**src/rtl/mvm_stream_acc.sv**
```systemverilog
// Weight-streaming matrix-vector multiplier: y = W*x with a latched activation
// vector, row-major weight stream under valid/ready, optional signed mode and ReLU.
module mvm_stream_acc #(
  parameter int unsigned N_IN  = 4,
  parameter int unsigned N_OUT = 4,
  parameter int unsigned XW    = 4,
  parameter int unsigned WW    = 4,
  parameter int unsigned ACCW  = 16
) (
  input  logic                    i_clk_mvm,
  input  logic                    i_rst_mvm,
  input  logic                    i_start_mvm,
  input  logic                    i_signed_mvm,
  input  logic                    i_relu_mvm,
  input  logic [N_IN*XW-1:0]      i_x_bn,
  input  logic [WW-1:0]           i_w_mvm,
  input  logic                    i_w_valid_mvm,
  output logic                    o_w_ready_mvm,
  output logic                    o_ismvm,
  output logic                    o_done_mvm,
  output logic [N_OUT*ACCW-1:0]   o_wx_result
);

  localparam int unsigned CW = (N_IN  > 1) ? $clog2(N_IN)  : 1;
  localparam int unsigned RW = (N_OUT > 1) ? $clog2(N_OUT) : 1;
  localparam logic [CW-1:0] COL_LAST = CW'(N_IN - 1);
  localparam logic [RW-1:0] ROW_LAST = RW'(N_OUT - 1);

  if (ACCW < XW + WW + $clog2(N_IN)) begin : g_accw_check
    $error("mvm_stream_acc: ACCW too narrow for XW+WW+clog2(N_IN)");
  end

  typedef enum logic [1:0] {IDLE, RUN, FIN} state_t;

  state_t                  r_state;
  state_t                  w_next;
  logic [N_IN*XW-1:0]      r_x;
  logic                    r_sgn;
  logic                    r_relu;
  logic [CW-1:0]           r_col;
  logic [RW-1:0]           r_row;
  logic [ACCW-1:0]         r_acc [N_OUT];
  logic [N_OUT*ACCW-1:0]   r_res;
  logic                    r_done;

  logic                    w_accept;
  logic                    w_last;
  logic [XW-1:0]           w_xsel;
  logic signed [XW:0]      w_xs;
  logic signed [WW:0]      w_ws;
  logic signed [XW+WW+1:0] w_prod;
  logic [ACCW-1:0]         w_prod_ext;

  assign w_accept = (r_state == RUN) && i_w_valid_mvm;
  assign w_last   = w_accept && (r_row == ROW_LAST) && (r_col == COL_LAST);

  // One extra top bit per operand lets a single signed multiplier serve both
  // modes: it copies the sign bit in signed mode and is zero in unsigned mode.
  assign w_xsel     = r_x[r_col*XW +: XW];
  assign w_xs       = $signed({r_sgn & w_xsel[XW-1], w_xsel});
  assign w_ws       = $signed({r_sgn & i_w_mvm[WW-1], i_w_mvm});
  assign w_prod     = w_xs * w_ws;
  assign w_prod_ext = ACCW'(w_prod);

  always_ff @(posedge i_clk_mvm or posedge i_rst_mvm) begin
    if (i_rst_mvm) r_state <= IDLE;
    else           r_state <= w_next;
  end

  always_comb begin
    w_next        = r_state;
    o_w_ready_mvm = 1'b0;
    o_ismvm       = 1'b0;
    case (r_state)
      IDLE: if (i_start_mvm) w_next = RUN;
      RUN: begin
        o_w_ready_mvm = 1'b1;
        o_ismvm       = 1'b1;
        if (w_last) w_next = FIN;
      end
      FIN: begin
        o_ismvm = 1'b1;
        w_next  = IDLE;
      end
      default: w_next = IDLE;
    endcase
  end

  always_ff @(posedge i_clk_mvm or posedge i_rst_mvm) begin
    if (i_rst_mvm) begin
      r_x    <= '0;
      r_sgn  <= 1'b0;
      r_relu <= 1'b0;
      r_col  <= '0;
      r_row  <= '0;
      r_res  <= '0;
      r_done <= 1'b0;
      for (int unsigned i = 0; i < N_OUT; i++) r_acc[i] <= '0;
    end else begin
      r_done <= (r_state == FIN);
      case (r_state)
        IDLE: begin
          if (i_start_mvm) begin
            r_x    <= i_x_bn;
            r_sgn  <= i_signed_mvm;
            r_relu <= i_relu_mvm;
            r_col  <= '0;
            r_row  <= '0;
            for (int unsigned i = 0; i < N_OUT; i++) r_acc[i] <= '0;
          end
        end
        RUN: begin
          if (w_accept) begin
            r_acc[r_row] <= r_acc[r_row] + w_prod_ext;
            if (r_col == COL_LAST) begin
              r_col <= '0;
              r_row <= r_row + 1'b1;
            end else begin
              r_col <= r_col + 1'b1;
            end
          end
        end
        FIN: begin
          for (int unsigned i = 0; i < N_OUT; i++) begin
            if (r_sgn && r_relu && r_acc[i][ACCW-1]) r_res[i*ACCW +: ACCW] <= '0;
            else                                     r_res[i*ACCW +: ACCW] <= r_acc[i];
          end
        end
        default: ;
      endcase
    end
  end

  assign o_done_mvm  = r_done;
  assign o_wx_result = r_res;

endmodule
```
**config.mk**
```make
export PLATFORM = sky130hd
export DESIGN_NAME = mvm_stream_acc
export DESIGN_NICKNAME = d
export VERILOG_FILES = /design/src/rtl/mvm_stream_acc.sv
export SDC_FILE = /design/constraint.sdc
export NUM_CORES = 1
export LEC_CHECK = 0
export ABC_CLOCK_PERIOD_IN_PS = 7300
export BUFFER_PORTS_ARGS = -buffer_cell sky130_fd_sc_hd__buf_2
export CORE_UTILIZATION = 35
export CTS_CLUSTER_DIAMETER = 150
export DETAILED_ROUTE_END_ITERATION = 8
export GPL_ROUTABILITY_DRIVEN = 0
export SYNTH_ARGS = -nofsm -noshare
export SYNTH_HDL_FRONTEND = slang
export SYNTH_SLANG_ARGS = --single-unit
```
**constraint.sdc**
```tcl
create_clock -name i_clk_mvm -period 7.3 [get_ports i_clk_mvm]
set_clock_uncertainty 0.1 [all_clocks]
set_input_delay 2.19 -clock i_clk_mvm [delete_from_list [all_inputs] [get_ports i_clk_mvm]]
set_output_delay 2.19 -clock i_clk_mvm [all_outputs]
set_load 0.01 [all_outputs]
```
==> results.toml <==
[status]
status = "completed"

[critical_path]
cp-startpoint = "i_w_mvm[3]"
worstReg2RegStart = "r_col[0]"
crit_end = "r_acc[63]"
crit_top_cell = "fa_1"
arrival_ns = 7.27
cp_top_family = "adder cells"
crit_buf_inv = 2
cp_max_fo = 8
rr_worst_depth = 18
r2r-end = "r_acc[63]"
worstSetupPathType = "in2reg"
worstSetupEndpointType = "flip-flop"
slowest_delay_ns = 0.55
crit_chain = "buf_2 > nand2_1 > or2_2 > fa_1 > fa_1 > fa_1 > inv_1 > fa_1 > a211oi_2 > o21bai_1 > a21oi_2 > xnor2_2 > ha_1 > nand4_1 > nor2_1 > a221oi_2 > a41oi_2 > or4_1 > nand3_1"
regToRegSetupSlack_ns = 1.07
required_ns = 7.56
start_kind = "input port"
path_depth = 19
cpMaxStageDelayCell = "fa_1"

[yosys]
synth.distinct_cells = 49
synth_warnings = 0
synth_edf_count = 0
ys_async_sr_fraction_pct = 100.0
syn_nets = 970
synthTopCellsByArea = "dfrtp_1, o21ai_0, nand3_1, ha_1, mux4_2"
synth_commonest_cells = "dfrtp_1, o21ai_0, inv_1, nand3_1, nand2_1"
ys_ff_latch = 153
syn-cell-area_mm2 = 0.008546
synth-seq-area-share_pct = 44.80
synth_top_cell_by_area = "dfrtp_1"
syn_inst = 889
avgSynthCellArea_um2 = 9.613
synth_most_common_cell = "dfrtp_1"
synth_top_area_share_pct = 44.80
synth_flop_cell = "dfrtp_1"

[global_routing]
grt_overflow_total = 0
grt_pass1_vias = 6814
grt_antenna_before_repair = 0
grt_max_degree = 113
grtUsageTotal_pct = 19.00
grt_pass1_wl_mm = 36.18

[timing]
fin_ws_ns = 0.2913
fmax_mhz = 142.7
slew_headroom_pct = 29.47
finalCritPeriodShare_pct = 96.01
finalHoldViolations = 0
tightestPinTransition_ns = 1.052
min_period_ns = 7.009
maxSlewViolCount = 0
final-setup-viol-count = 0
timing.hold.ws_ns = 0.4078

[clocking]
insertion_delay_ns = 0.44
clk_pin_slew_ns = 0.06
numCtsBuffers = 17
post_cts_buffers = 0
cts_root_buffer = "clkbuf_16"
cts_sinks = 153
cts_tree = "done"
htree_levels = 4
clock_path_buffers = 2
cts_hold_buf = 0
post_cts_resized = 0

[floorplanning]
die_area_mm2 = 0.02504
fp.dieH_um = 158.3
row_count = 56
ios = 93
initial_utilization_pct = 36.08
chipWidth_um = 158.3
placeableCoreArea_mm2 = 0.02368

[placed_design]
pre_cts_ws_ns = -0.1290
place_area_mm2 = 0.009567
io_buffer_count = 92
place_hpwl_mm = 15.27

[flow_run]
drv_cap = 0

[layout]
layout.nets = 1071
multiInputGateArea_mm2 = 0.004172
syn2layout_area_growth_pct = 18.70
layout-drive-gt1-share_pct = 22.23
diodes = 0
utilization_pct = 42.83
design_area_mm2 = 0.01014
regArea_mm2 = 0.003829
fill_cells = 2385

[drt]
first_pass_iters = 5
routed_wl_mm = 22.25
drc = 0
drt_iter0_markers = 441
antenna_left = 0
via_per_inst = 5.194
vias = 6866
wl_per_cell_um = 16.83

[min_path]
min_path_type = "reg2reg"
hold_path_startpoint = "r_x[5]"
worstHoldPathCells = 1
-- cells by family after synthesis --
group           Yosys count  share of synthesized area (%)
simple gates            262                          14.85
compound gates          206                          14.04
buf+inv                 156                          6.867
flops                   153                          44.80
fa+ha+maj                55                          9.546
mux                      40                          7.877
xor+xnor                 17                          2.020
-- how the worst min path moves through the flow --
stage | endpoint | slack (ns)
floorplan | o_wx_result[32] | 0.37
global placement | r_x[4] | 0.38
detailed placement | r_x[13] | 0.39
CTS | r_x[13] | 0.40
global route | r_x[12] | 0.42
finish | r_x[5] | 0.41
-- final cells by class --
cell class	instances	area share, %
clock buffers	17	4.194
well taps	319	3.935
repair buffers	137	7.870
inverters	101	3.787
clock inverters	15	1.345
multi-input cells	580	41.12
flip-flops and latches	153	37.75
-- cells in the final DEF (no fill, tap or decap), types with 17 or more instances in the layout --
| cell type | instances |
|---|---|
| mux4_2 | 20 |
| a21oi_1 | 28 |
| and2_1 | 18 |
| clkbuf_16 | 17 |
| dfrtp_1 | 153 |
| fa_1 | 17 |
| buf_4 | 45 |
| nor2_1 | 19 |
| ha_1 | 37 |
| nand2_1 | 87 |
| nand3_1 | 95 |
| o21ai_0 | 118 |
| buf_2 | 92 |
| inv_1 | 100 |
| mux2_2 | 18 |
-- per-layer routing --
layer	GRT usage (%)	up-vias	part of all wire [%]
li1	-	3273	-
met1	26.38	3360	46
met2	29.57	213	46
met3	4.219	20	6.4
met4	5.678	0	1.4
met5	0	-	0
-- sequential cells by signal, summed over array words and instances, names as in the netlist --
signal / flops
r_relu: 1
r_state: 2
o_wx_result: 64
r_x: 16
r_sgn: 1
r_acc: 64
r_row: 2
o_done_mvm: 1
r_col: 2
-- through the flow --
stage          cells   TNS [ns]
6_report        1322          0
5_1_grt         1322  -0.004747
4_1_cts         1320          0
3_5_place_dp    1288    -0.7227
3_3_place_gp    1288    -0.1007
2_1_floorplan    889          0
Power is not shown: default switching activity piles up to over one toggle a cycle in this logic, so the estimate is an artifact.
